[config.mk]
export PLATFORM = sky130hd
export DESIGN_NAME = tcdm_burst_master
export DESIGN_NICKNAME = d
export VERILOG_FILES = /design/src/rtl/redmule_tb_pkg.sv /design/src/rtl/tcdm_outst_counter.sv /design/src/rtl/tcdm_burst_master.sv
export SDC_FILE = /design/constraint.sdc
export NUM_CORES = 1
export LEC_CHECK = 0
export CORE_ASPECT_RATIO = 0.5
export CORE_MARGIN = 2
export CORE_UTILIZATION = 55
export CTS_CLUSTER_SIZE = 40
export DETAILED_ROUTE_END_ITERATION = 6
export PLACE_DENSITY_LB_ADDON = 0.3
export RECOVER_POWER = 25
export SKIP_LAST_GASP = 1
export SYNTH_ARGS = -nofsm -noshare
export SYNTH_HDL_FRONTEND = slang
export SYNTH_SLANG_ARGS = --single-unit
export TNS_END_PERCENT = 10
[constraint.sdc]
create_clock -name clk_i -period 5.6 [get_ports clk_i]
set_input_delay 1.12 -clock clk_i [delete_from_list [all_inputs] [get_ports clk_i]]
set_output_delay 1.12 -clock clk_i [all_outputs]
set_load 0.03 [all_outputs]
[src/rtl/redmule_tb_pkg.sv]
// Shared types for the TCDM burst master traffic source.
//   tbm_state_e         : burst master FSM states
//   tbm_cfg_t           : latched burst configuration (fields sized for the widest legal instance)
//   TBM_MAX_OUTST_LIMIT : upper bound for the MAX_OUTST parameter
package redmule_tb_pkg;

  localparam int unsigned TBM_MAX_OUTST_LIMIT = 7;

  // Struct fields are sized for the largest supported instance; users truncate.
  localparam int unsigned TBM_ADDR_MAX_W = 64;
  localparam int unsigned TBM_DATA_MAX_W = 64;
  localparam int unsigned TBM_LEN_MAX_W  = 32;

  typedef enum logic [1:0] {
    StIdle,
    StIssue,
    StDrain,
    StDone
  } tbm_state_e;

  typedef struct packed {
    logic [TBM_ADDR_MAX_W-1:0] addr;
    logic [TBM_LEN_MAX_W-1:0]  len;
    logic [TBM_ADDR_MAX_W-1:0] stride;
    logic                      we;
    logic [TBM_DATA_MAX_W-1:0] seed;
  } tbm_cfg_t;

endpackage

[src/rtl/tcdm_outst_counter.sv]
// Saturating up/down counter of granted-but-unanswered TCDM requests.
//   clk_i, rst_i  : clock, synchronous active-high reset
//   inc_i         : a request was granted this cycle
//   dec_i         : a response arrived this cycle
//   cnt_o         : current count
//   full_o        : count equals MaxCnt (no further issue allowed)
//   underflow_o   : response arrived while nothing was outstanding
module tcdm_outst_counter #(
  parameter int unsigned MaxCnt = 2,
  parameter int unsigned CntW   = $clog2(MaxCnt + 1)
) (
  input  logic            clk_i,
  input  logic            rst_i,
  input  logic            inc_i,
  input  logic            dec_i,
  output logic [CntW-1:0] cnt_o,
  output logic            full_o,
  output logic            underflow_o
);

  logic [CntW-1:0] cnt_q, cnt_d;
  logic            do_inc, do_dec;

  assign full_o      = (cnt_q == CntW'(MaxCnt));
  assign underflow_o = dec_i && (cnt_q == '0);
  assign cnt_o       = cnt_q;

  always_comb begin
    do_inc = inc_i && !full_o;
    do_dec = dec_i && (cnt_q != '0);
    cnt_d  = cnt_q;
    if (do_inc && !do_dec) begin
      cnt_d = cnt_q + CntW'(1);
    end else if (do_dec && !do_inc) begin
      cnt_d = cnt_q - CntW'(1);
    end
  end

  always_ff @(posedge clk_i) begin
    if (rst_i) begin
      cnt_q <= '0;
    end else begin
      cnt_q <= cnt_d;
    end
  end

endmodule

[src/rtl/tcdm_burst_master.sv]
// Self-timed TCDM initiator: issues a programmable burst of word reads or writes on one
// req/gnt/r_valid port, folds read data into a checksum and counts granted transactions.
//   clk_i, rst_i        : clock, synchronous active-high reset
//   start_i, cfg_*_i    : burst launch and configuration (sampled in IDLE)
//   busy_o, done_o      : status; done_o pulses one cycle at burst end
//   err_o               : sticky unexpected-response / start-while-busy flag
//   checksum_o          : running sum of read data for the current burst
//   rd_cnt_o, wr_cnt_o  : granted reads/writes since reset
//   tcdm_*              : TCDM request outputs and response inputs
module tcdm_burst_master
  import redmule_tb_pkg::*;
#(
  parameter int unsigned DW        = 32,
  parameter int unsigned AW        = 32,
  parameter int unsigned LEN_W     = 16,
  parameter int unsigned MAX_OUTST = 2
) (
  input  logic             clk_i,
  input  logic             rst_i,
  input  logic             start_i,
  input  logic [AW-1:0]    cfg_addr_i,
  input  logic [LEN_W-1:0] cfg_len_i,
  input  logic [AW-1:0]    cfg_stride_i,
  input  logic             cfg_we_i,
  input  logic [DW-1:0]    cfg_seed_i,
  output logic             busy_o,
  output logic             done_o,
  output logic             err_o,
  output logic [DW-1:0]    checksum_o,
  output logic [31:0]      rd_cnt_o,
  output logic [31:0]      wr_cnt_o,
  output logic             tcdm_req_o,
  output logic [AW-1:0]    tcdm_add_o,
  output logic             tcdm_wen_o,
  output logic [DW/8-1:0]  tcdm_be_o,
  output logic [DW-1:0]    tcdm_data_o,
  input  logic             tcdm_gnt_i,
  input  logic [DW-1:0]    tcdm_r_data_i,
  input  logic             tcdm_r_valid_i
);

  localparam int unsigned CntW = $clog2(MAX_OUTST + 1);
  localparam int unsigned BeW  = DW / 8;

  if (!(DW == 32 || DW == 64)) begin : gen_dw_check
    $error("tcdm_burst_master: DW must be 32 or 64");
  end
  if (MAX_OUTST < 1 || MAX_OUTST > TBM_MAX_OUTST_LIMIT) begin : gen_outst_check
    $error("tcdm_burst_master: MAX_OUTST out of range");
  end

  tbm_state_e       state_q;
  // addr and seed fields advance per grant: they hold the current word's address and data.
  tbm_cfg_t         cfg_q, cfg_in;
  logic [LEN_W-1:0] idx_q;
  logic             done_q, err_q;
  logic [DW-1:0]    checksum_q;
  logic [31:0]      rd_cnt_q, wr_cnt_q;
  // Post-reset window during which stray responses from an aborted burst are dropped silently.
  logic [CntW-1:0]  ign_q;

  logic [CntW-1:0]  outst;
  logic             outst_full, outst_underflow;
  logic             issuing, req, grant, last_grant, rsp_ok, drain_empty;
  logic             unused_cfg;

  tcdm_outst_counter #(
    .MaxCnt (MAX_OUTST),
    .CntW   (CntW)
  ) u_outst (
    .clk_i       (clk_i),
    .rst_i       (rst_i),
    .inc_i       (grant),
    .dec_i       (tcdm_r_valid_i),
    .cnt_o       (outst),
    .full_o      (outst_full),
    .underflow_o (outst_underflow)
  );

  always_comb begin
    cfg_in        = '0;
    cfg_in.addr   = TBM_ADDR_MAX_W'(cfg_addr_i);
    cfg_in.len    = TBM_LEN_MAX_W'(cfg_len_i);
    cfg_in.stride = TBM_ADDR_MAX_W'(cfg_stride_i);
    cfg_in.we     = cfg_we_i;
    cfg_in.seed   = TBM_DATA_MAX_W'(cfg_seed_i);
  end

  // Issue depends only on registered state, never on r_valid or gnt.
  assign issuing     = (state_q == StIssue);
  assign req         = issuing && !outst_full;
  assign grant       = req && tcdm_gnt_i;
  assign last_grant  = grant && ((idx_q + LEN_W'(1)) == cfg_q.len[LEN_W-1:0]);
  assign rsp_ok      = tcdm_r_valid_i && !outst_underflow;
  // No grants happen in DRAIN, so only the response can change the count.
  assign drain_empty = (outst == '0) || ((outst == CntW'(1)) && rsp_ok);

  always_ff @(posedge clk_i) begin
    if (rst_i) begin
      state_q    <= StIdle;
      cfg_q      <= '0;
      idx_q      <= '0;
      done_q     <= 1'b0;
      err_q      <= 1'b0;
      checksum_q <= '0;
      rd_cnt_q   <= '0;
      wr_cnt_q   <= '0;
      ign_q      <= CntW'(MAX_OUTST);
    end else begin
      done_q <= 1'b0;
      if (ign_q != '0) begin
        ign_q <= ign_q - CntW'(1);
      end
      if ((outst_underflow && (ign_q == '0)) || (start_i && (state_q != StIdle))) begin
        err_q <= 1'b1;
      end
      if (grant) begin
        idx_q      <= idx_q + LEN_W'(1);
        cfg_q.addr <= cfg_q.addr + cfg_q.stride;
        cfg_q.seed <= cfg_q.seed + TBM_DATA_MAX_W'(1);
        if (cfg_q.we) begin
          wr_cnt_q <= wr_cnt_q + 32'd1;
        end else begin
          rd_cnt_q <= rd_cnt_q + 32'd1;
        end
      end
      if (rsp_ok && !cfg_q.we) begin
        checksum_q <= checksum_q + tcdm_r_data_i;
      end

      unique case (state_q)
        StIdle: begin
          if (start_i) begin
            cfg_q      <= cfg_in;
            idx_q      <= '0;
            checksum_q <= '0;
            if (cfg_len_i == '0) begin
              state_q <= StDone;
              done_q  <= 1'b1;
            end else begin
              state_q <= StIssue;
            end
          end
        end
        StIssue: begin
          if (last_grant) begin
            state_q <= StDrain;
          end
        end
        StDrain: begin
          if (drain_empty) begin
            state_q <= StDone;
            done_q  <= 1'b1;
          end
        end
        StDone: begin
          state_q <= StIdle;
        end
        default: state_q <= StIdle;
      endcase
    end
  end

  assign busy_o      = (state_q != StIdle);
  assign done_o      = done_q;
  assign err_o       = err_q;
  assign checksum_o  = checksum_q;
  assign rd_cnt_o    = rd_cnt_q;
  assign wr_cnt_o    = wr_cnt_q;

  assign tcdm_req_o  = req;
  assign tcdm_add_o  = issuing ? cfg_q.addr[AW-1:0] : '0;
  assign tcdm_wen_o  = issuing && !cfg_q.we;
  assign tcdm_be_o   = {BeW{issuing}};
  assign tcdm_data_o = (issuing && cfg_q.we) ? cfg_q.seed[DW-1:0] : '0;

  // Upper bits of the wide config fields are never used at this instance's widths.
  assign unused_cfg = ^cfg_q;

endmodule

==> flow_summary.html, run 1 <==
<table>
<tr><th>Metric</th><th>Value</th></tr>
<tr><th colspan="2">Worst setup path</th></tr>
<tr><td>Largest incremental delay on the critical path</td><td>1.13 ns</td></tr>
<tr><td>Crit path capture type</td><td>output port</td></tr>
<tr><td>Top fanout value on the critical path</td><td>43</td></tr>
<tr><td>Kind of critical path</td><td>reg -&gt; out</td></tr>
<tr><td>Data required time of the critical path</td><td>4.48 ns</td></tr>
<tr><td>Count of cell instances traversed by the critical path</td><td>5</td></tr>
<tr><td>Number of buffers and inverters on the critical path</td><td>3</td></tr>
<tr><td>Startpoint kind of the worst setup timing path</td><td>register</td></tr>
<tr><td>FF-to-FF path depth</td><td>12</td></tr>
<tr><td>Crit path max-delay cell type</td><td>ha_1</td></tr>
<tr><td>CP Data Arrival Time</td><td>3.54 ns</td></tr>
<tr><td>Gate family responsible for the most delay along the worst path</td><td>buffers and inverters</td></tr>
<tr><td>Worst-path cell chain</td><td>inv_1, ha_1, buf_4, nor2b_1, clkdlybuf4s50_1</td></tr>
<tr><th colspan="2">Yosys</th></tr>
<tr><td>Synth Flop Type</td><td>dfxtp_1</td></tr>
<tr><td>Number of synthesized flops with an enable pin</td><td>0</td></tr>
<tr><td>Post-synthesis cell count</td><td>1738</td></tr>
<tr><td>Synth area leaders</td><td>dfxtp_1 (34%), nand2_1 (7.4%), ha_1 (6.8%)</td></tr>
<tr><td>Avg Synthesized Cell Area</td><td>7.81 sq um</td></tr>
<tr><td>Net count after synthesis</td><td>1964</td></tr>
<tr><td>Distinct cell type count after synthesis</td><td>78</td></tr>
<tr><td>Flip-flop and latch count after synthesis</td><td>233</td></tr>
<tr><td>Post-synthesis instance area</td><td>13600 sq um</td></tr>
<tr><td>Share of synthesized flip-flops with an asynchronous set or reset</td><td>0</td></tr>
<tr><td>Area share of the largest cell type after synthesis</td><td>0.343</td></tr>
<tr><td>Fraction of the yosys area taken by sequential cells</td><td>0.343</td></tr>
<tr><td>Area leader, netlist</td><td>dfxtp_1</td></tr>
<tr><td>Synth Warn #</td><td>0</td></tr>
<tr><th colspan="2">Timing</th></tr>
<tr><td>Clock skew after layout</td><td>0.0174 ns</td></tr>
<tr><td>Final clock period utilization by the worst path</td><td>0.833</td></tr>
<tr><td>Finish-stage setup viols</td><td>0</td></tr>
<tr><td>F_max</td><td>214 MHz</td></tr>
<tr><td>Actual transition at the worst max-transition pin</td><td>3.12 ns</td></tr>
<tr><td>Setup repair after global routing missed its margin</td><td>false</td></tr>
<tr><td>Hold Fails Final Rpt</td><td>0</td></tr>
<tr><td>Number of pins with negative max-slew slack in the final report</td><td>207</td></tr>
<tr><td>Final sum of negative setup slack</td><td>0 ns</td></tr>
<tr><td>Post-layout worst setup margin</td><td>0.936 ns</td></tr>
<tr><td>Shortest clock period the worst path allows after layout</td><td>4.66 ns</td></tr>
<tr><td>Hold slack final</td><td>0.462 ns</td></tr>
<tr><td>Max-slew headroom</td><td>-1.08</td></tr>
<tr><th colspan="2">Place</th></tr>
<tr><td>Dpl ws</td><td>1.40 ns</td></tr>
<tr><td>Port-buffer cells</td><td>318</td></tr>
<tr><td>Routability Congestion</td><td>0.970</td></tr>
<tr><td>DPL Wire Length</td><td>28200 um</td></tr>
<tr><td>Placed cell count</td><td>2310</td></tr>
<tr><th colspan="2">Clock tree</th></tr>
<tr><td>Clock-pin transition on the worst setup and hold timing paths</td><td>0.07 ns</td></tr>
<tr><td>Deepest clock path buffer count</td><td>3</td></tr>
<tr><td>Post-CTS Hold Buffers</td><td>0</td></tr>
<tr><td>Root cell of the clock tree</td><td>clkbuf_16</td></tr>
<tr><td>Number of clock sinks</td><td>233</td></tr>
<tr><td>CTS-repair resized insts</td><td>0</td></tr>
<tr><td>Inserted Clock Buffers</td><td>23</td></tr>
<tr><td>Clock latency reported for the late side of the worst-skew pair</td><td>0.53 ns</td></tr>
<tr><td>Clock H-tree levels</td><td>1</td></tr>
<tr><td>Clock tree from TritonCTS</td><td>yes</td></tr>
<tr><td>Total setup buffers inserted after CTS</td><td>0</td></tr>
<tr><th colspan="2">Global route</th></tr>
<tr><td>Number of global-route vias before repair</td><td>12400</td></tr>
<tr><td>Antenna violations before repair</td><td>1</td></tr>
<tr><td>Global-route total usage across every layer</td><td>0.295</td></tr>
<tr><td>Maximum number of pins on one net before global-route repair</td><td>99</td></tr>
<tr><td>GRT Residual Overflow</td><td>0</td></tr>
<tr><td>Global-route wire length before repair</td><td>62400 um</td></tr>
<tr><th colspan="2">Floorplan</th></tr>
<tr><td>Number of top-level design ports</td><td>319</td></tr>
<tr><td>Initial cell density of the core</td><td>0.563</td></tr>
<tr><td>Total core area</td><td>24100 sq um</td></tr>
<tr><td>Die Y</td><td>115 um</td></tr>
<tr><td>Core Rows</td><td>40</td></tr>
<tr><td>Total die area</td><td>26000 sq um</td></tr>
<tr><td>Width of the die</td><td>226 um</td></tr>
<tr><th colspan="2">Drt</th></tr>
<tr><td>Antenna viol nets, final</td><td>0</td></tr>
<tr><td>Vias</td><td>13400</td></tr>
<tr><td>Post-detailed-routing wire length</td><td>39900 um</td></tr>
<tr><td>Iteration-0 DRC Markers</td><td>888</td></tr>
<tr><td>First-pass DRT Iterations</td><td>7</td></tr>
<tr><td>Avg WL per Cell</td><td>17.0 um</td></tr>
<tr><td>DRC viols</td><td>0</td></tr>
<tr><td>Via density per instance</td><td>5.70</td></tr>
<tr><th colspan="2">Power</th></tr>
<tr><td>Overall power of the completed layout</td><td>0.00614 W</td></tr>
<tr><td>Static leakage power</td><td>6.98 nW</td></tr>
<tr><td>Pwr Density</td><td>348 nW/um^2</td></tr>
<tr><td>Peak supply drop</td><td>0.272 mV</td></tr>
<tr><th colspan="2">Outcome</th></tr>
<tr><td>Result of the run</td><td>finished, violations left</td></tr>
<tr><td>Failing checks</td><td>capacitance limit, slew limit</td></tr>
<tr><th colspan="2">Min path</th></tr>
<tr><td>Worst min path class</td><td>reg -&gt; reg</td></tr>
<tr><td>Cell depth of the worst min-delay path</td><td>2</td></tr>
<tr><th colspan="2">Final layout</th></tr>
<tr><td>Number of filler instances in the final layout</td><td>1935</td></tr>
<tr><td>Area growth, synth to finish</td><td>30.0%</td></tr>
<tr><td>Non-filler cells in the finished layout</td><td>2353</td></tr>
<tr><td>Share of final-layout standard cells stronger than drive strength 1</td><td>0.0322</td></tr>
<tr><td>Nets@finish</td><td>2225</td></tr>
<tr><th colspan="2">Flow run</th></tr>
<tr><td>Max-cap violation count</td><td>3</td></tr>
</table>
[cells in the mapped netlist, drive strengths merged, types with 34 or more instances]
cell type	number
xor2	88
nor2	187
o21ai	67
dfxtp	233
clkbuf	83
ha	74
a21oi	149
nand3	52
nand2	266
and2	42
a211oi	53
and3	67
inv	34
xnor2	69
[path summary, 6_finish.rpt]
| kind | startpoint | end | slack, ns |
|---|---|---|---|
| setup / recovery | state_q[1]$_SDFFE_PP0P_ | tcdm_wen_o | 0.94 |
| hold / removal | cfg_q[75]$_SDFFE_PP0P_ | cfg_q[75]$_SDFFE_PP0P_ | 0.46 |
| setup reg to reg | state_q[1]$_SDFFE_PP0P_ | rd_cnt_o[30]$_SDFFE_PP0P_ | 1.20 |
| hold reg to reg | cfg_q[75]$_SDFFE_PP0P_ | cfg_q[75]$_SDFFE_PP0P_ | 0.46 |
[where the power goes]
part	leakage (nW)	internal [W]	total [W]	switching, W
Sequential	1.90	0.00192	0.00214	0.000222
Combinational	4.70	0.000938	0.00240	0.00146
Clock	0.377	0.000906	0.00160	0.000694
Total	6.98	0.00377	0.00614	0.00237
[sequential cells by signal, indices dropped and copies added, names as in the netlist]
register	cells
cfg_q	113
checksum_o	32
rd_cnt_o	32
wr_cnt_o	32
idx_q	16
ign_q	2
state_q	2
u_outst.cnt_o	2
done_o	1
err_o	1
[per-layer routing]
| layer | part of all wire | global-route usage | up-vias |
|---|---|---|---|
| li1 | - | - | 6636 |
| met5 | 0 | 0 | - |
| met4 | 0.029 | 0.0965 | 0 |
| met2 | 0.46 | 0.497 | 423 |
| met3 | 0.069 | 0.0608 | 74 |
| met1 | 0.44 | 0.382 | 6287 |
[worst reg2reg max path, delay by kind of cell (launching register included)]
kind / cells / cell delay, ns
compound gates: 1 / 0.16
fa+ha+maj: 1 / 1.13
buf+inv: 2 / 0.60
flops: 1 / 0.31
simple gates: 8 / 2.12
[stage by stage]
step	instance area [sq um]	util
floorplan	13600	-
global placement	16900	0.701
detailed placement	16900	0.701
CTS	17700	0.733
global route	17700	0.732
finish	17700	0.732
[layout by cell type (no fill, tap or decap), types with 5 or more instances in the layout]
master,count
and4_1,9
nor3_1,22
and2_1,40
clkinv_2,6
inv_1,33
o21a_1,6
clkbuf_1,6
a21oi_1,149
clkdlybuf4s50_1,300
xnor2_1,69
a31oi_1,10
nor2b_1,8
ha_1,74
a311oi_1,24
xor2_1,88
or3_1,29
buf_4,7
nand4_1,22
o21ai_0,66
dlygate4sd3_1,17
and3_1,67
nand3_1,52
o21bai_1,5
o211ai_1,10
a211oi_1,52
nor4_1,8
nand2_1,265
a21o_1,31
mux2i_1,5
nor3b_1,5
clkbuf_16,23
nand2b_1,7
dfxtp_1,233
nor2_1,186
[cells by family (layout without fill, tap and decap cells)]
logic type / after synthesis / in the layout / share of synthesized area
compound gates: 400 / 400 / 0.188
xor+xnor: 157 / 157 / 0.101
fa+ha+maj: 76 / 76 / 0.0711
buf+inv: 126 / 404 / 0.0361
flops: 233 / 233 / 0.343
mux: 5 / 5 / 0.00369
other cells: 0 / 1 / 0
simple gates: 741 / 741 / 0.256
[area by class of cell]
class,count,area [sq um],area share
diodes,1,2.50,0.000142
flip-flops and latches,233,4660,0.264
well taps,336,420,0.0238
multi-input cells,1379,8430,0.478
clock inverters,11,115,0.00652
inverters,34,128,0.00723
clock buffers,31,646,0.0366
repair buffers,328,3250,0.184
(Power assumes the default switching activity.)
==> run 2: changes to the inputs <==
- CORE_UTILIZATION: 55 -> 51
- clock period: 5.6 -> 4.7 ns (I/O delays scaled with it)
==> flow_summary.html, run 2 (synthesis gave the netlist of run 1 again) <==
<table>
<tr><th>Metric</th><th>Value</th></tr>
<tr><th colspan="2">Outcome</th></tr>
<tr><td>Result of the run</td><td>finished, violations left (unchanged)</td></tr>
<tr><td>Failing checks</td><td>capacitance limit, slew limit (unchanged)</td></tr>
<tr><th colspan="2">Worst setup path</th></tr>
<tr><td>Data required time of the critical path</td><td>3.76 ns (was 4.48 ns)</td></tr>
<tr><td>Crit path capture type</td><td>output port (unchanged)</td></tr>
<tr><td>CP Data Arrival Time</td><td>2.78 ns (was 3.54 ns)</td></tr>
<tr><td>Kind of critical path</td><td>reg -&gt; out (unchanged)</td></tr>
<tr><td>Startpoint kind of the worst setup timing path</td><td>register (unchanged)</td></tr>
<tr><td>Top fanout value on the critical path</td><td>38 (was 43)</td></tr>
<tr><th colspan="2">Flow run</th></tr>
<tr><td>Max-cap violation count</td><td>2 (was 3)</td></tr>
<tr><th colspan="2">Floorplan</th></tr>
<tr><td>Total core area</td><td>26300 sq um (was 24100 sq um)</td></tr>
<tr><td>Die Y</td><td>119 um (was 115 um)</td></tr>
<tr><td>Core Rows</td><td>42 (was 40)</td></tr>
<tr><td>Width of the die</td><td>235 um (was 226 um)</td></tr>
<tr><td>Number of top-level design ports</td><td>319 (unchanged)</td></tr>
<tr><td>Initial cell density of the core</td><td>0.516 (was 0.563)</td></tr>
<tr><td>Total die area</td><td>28000 sq um (was 26000 sq um)</td></tr>
<tr><th colspan="2">Final layout</th></tr>
<tr><td>Most common cell after layout, fill and taps aside</td><td>clkdlybuf4s50_1 (unchanged)</td></tr>
<tr><td>Area growth, synth to finish</td><td>30.4% (was 30.0%)</td></tr>
<tr><td>Fin area</td><td>17700 sq um (about the same)</td></tr>
<tr><td>Number of filler instances in the final layout</td><td>2229 (was 1935)</td></tr>
<tr><td>Nets@finish</td><td>2228 (was 2225)</td></tr>
<tr><td>Commonest cells after routing, fill and taps aside</td><td>clkdlybuf4s50_1 (316), nand2_1 (264), dfxtp_1 (233) (was clkdlybuf4s50_1 (300), nand2_1 (265), dfxtp_1 (233))</td></tr>
<tr><td>Total area of sequential cells</td><td>4660 sq um (unchanged)</td></tr>
<tr><td>Share of final-layout standard cells stronger than drive strength 1</td><td>0.0332 (was 0.0322)</td></tr>
<tr><td>Final core occ</td><td>0.672 (was 0.732)</td></tr>
<tr><td>Number of flip-flops under the largest register name</td><td>113 (unchanged)</td></tr>
<tr><td>Largest Register</td><td>cfg_q (unchanged)</td></tr>
<tr><td>Non-filler cells in the finished layout</td><td>2372 (was 2353)</td></tr>
<tr><td>Multi-input gate area</td><td>8430 sq um (about the same)</td></tr>
<tr><th colspan="2">Power</th></tr>
<tr><td>Pwr Density</td><td>414 nW/um^2 (was 348 nW/um^2)</td></tr>
<tr><td>Peak supply drop</td><td>0.294 mV (was 0.272 mV)</td></tr>
<tr><td>Overall power of the completed layout</td><td>0.00732 W (was 0.00614 W)</td></tr>
<tr><td>Static leakage power</td><td>6.93 nW (was 6.98 nW)</td></tr>
<tr><th colspan="2">Global route</th></tr>
<tr><td>Number of global-route vias before repair</td><td>12700 (was 12400)</td></tr>
<tr><td>Antenna violations before repair</td><td>0 (was 1)</td></tr>
<tr><td>GRT Residual Overflow</td><td>0 (unchanged)</td></tr>
<tr><td>Global-route wire length before repair</td><td>63400 um (was 62400 um)</td></tr>
<tr><td>Global-route total usage across every layer</td><td>0.271 (was 0.295)</td></tr>
<tr><td>Maximum number of pins on one net before global-route repair</td><td>89 (was 99)</td></tr>
<tr><th colspan="2">Drt</th></tr>
<tr><td>Iteration-0 DRC Markers</td><td>851 (was 888)</td></tr>
<tr><td>Via density per instance</td><td>5.61 (was 5.70)</td></tr>
<tr><td>Avg WL per Cell</td><td>16.4 um (was 17.0 um)</td></tr>
<tr><td>Antenna viol nets, final</td><td>0 (unchanged)</td></tr>
<tr><td>Post-detailed-routing wire length</td><td>39000 um (was 39900 um)</td></tr>
<tr><td>DRC viols</td><td>0 (unchanged)</td></tr>
<tr><td>Vias</td><td>13300 (was 13400)</td></tr>
<tr><td>First-pass DRT Iterations</td><td>5 (was 7)</td></tr>
<tr><th colspan="2">Timing</th></tr>
<tr><td>Setup repair after global routing missed its margin</td><td>false (unchanged)</td></tr>
<tr><td>Actual transition at the worst max-transition pin</td><td>2.58 ns (was 3.12 ns)</td></tr>
<tr><td>F_max</td><td>269 MHz</td></tr>
<tr><td>Finish-stage setup viols</td><td>0 (unchanged)</td></tr>
<tr><td>Hold Fails Final Rpt</td><td>0 (unchanged)</td></tr>
<tr><td>Shortest clock period the worst path allows after layout</td><td>3.72 ns</td></tr>
<tr><td>Final clock period utilization by the worst path</td><td>0.791</td></tr>
<tr><td>Max-slew headroom</td><td>-0.722 (was -1.08)</td></tr>
<tr><td>Number of pins with negative max-slew slack in the final report</td><td>139 (was 207)</td></tr>
<tr><td>Clock skew after layout</td><td>0.0201 ns (was 0.0174 ns)</td></tr>
<tr><td>Final sum of negative setup slack</td><td>0 ns (unchanged)</td></tr>
<tr><th colspan="2">Place</th></tr>
<tr><td>Placed cell count</td><td>2328 (was 2310)</td></tr>
<tr><td>DPL Wire Length</td><td>28600 um (was 28200 um)</td></tr>
<tr><td>Routability Congestion</td><td>0.970 (about the same)</td></tr>
<tr><td>Port-buffer cells</td><td>318 (unchanged)</td></tr>
<tr><td>Standard cell area after detailed placement</td><td>17000 sq um (was 16900 sq um)</td></tr>
<tr><th colspan="2">Clock tree</th></tr>
<tr><td>Inserted Clock Buffers</td><td>24 (was 23)</td></tr>
<tr><td>Root cell of the clock tree</td><td>clkbuf_16 (unchanged)</td></tr>
<tr><td>Total setup buffers inserted after CTS</td><td>0 (unchanged)</td></tr>
<tr><td>Number of clock sinks</td><td>233 (unchanged)</td></tr>
<tr><td>CTS-repair resized insts</td><td>0 (unchanged)</td></tr>
<tr><td>Deepest clock path buffer count</td><td>3 (unchanged)</td></tr>
<tr><td>Post-CTS Hold Buffers</td><td>0 (unchanged)</td></tr>
<tr><td>Clock tree from TritonCTS</td><td>yes (unchanged)</td></tr>
<tr><td>Clock latency reported for the late side of the worst-skew pair</td><td>0.55 ns (was 0.53 ns)</td></tr>
<tr><td>Clock H-tree levels</td><td>1 (unchanged)</td></tr>
<tr><td>Clock-pin transition on the worst setup and hold timing paths</td><td>0.07 ns (about the same)</td></tr>
<tr><th colspan="2">Min path</th></tr>
<tr><td>Worst min path class</td><td>reg -&gt; reg (unchanged)</td></tr>
</table>
==> run 2: area by class of cell <==
class,count,area share
Clock inverter,14,0.00848
Timing Repair Buffer,330,0.184
Sequential cell,233,0.263
Multi-Input combinational cell,1379,0.476
Tap cell,352,0.0249
Antenna cell,1,0.000141
Inverter,34,0.00721
Clock buffer,29,0.0356
==> run 2: per-stage QoR <==
| stage | hold WS, ns | setup WS, ns |
|---|---|---|
| after global placement | 0.449 | 0.720 |
| final | 0.463 | 0.985 |
| after global routing | 0.480 | 0.550 |
| after floorplan | 0.441 | 1.58 |
| after CTS | 0.463 | 1.13 |
| after detailed placement | 0.453 | 0.718 |
==> run 2: worst max-delay path, stage by stage (launching register included) <==
cell	delay (ns)
dfxtp_1	0.31
inv_1	0.09
ha_1	0.45
buf_4	0.40
and3_1	0.27
clkdlybuf4s50_1	0.69
==> run 2: final timing paths <==
kind,start,to,slack (ns),cells past startpoint
max,state_q[1]$_SDFFE_PP0P_,tcdm_data_o[25],0.98,5
max reg2reg,state_q[1]$_SDFFE_PP0P_,rd_cnt_o[29]$_SDFFE_PP0P_,1.00,13
min,cfg_q[77]$_SDFFE_PP0P_,cfg_q[77]$_SDFFE_PP0P_,0.46,2
min reg2reg,cfg_q[77]$_SDFFE_PP0P_,cfg_q[77]$_SDFFE_PP0P_,0.46,2
==> run 2: layer usage <==
metal	wire length, um	part of all wire	GRT usage
met2	17500	0.45	0.443
met4	1210	0.031	0.0862
met3	2110	0.054	0.0547
met5	0	0	0
met1	18200	0.47	0.360
==> run 2: report_power, final <==
part           leakage [nW]  switching (W)  internal (W)  total (W)
Combinational          4.65        0.00173       0.00112    0.00285
Clock                 0.381       0.000847       0.00108    0.00192
Sequential             1.90       0.000261       0.00229    0.00255
Total                  6.93        0.00284       0.00449    0.00732
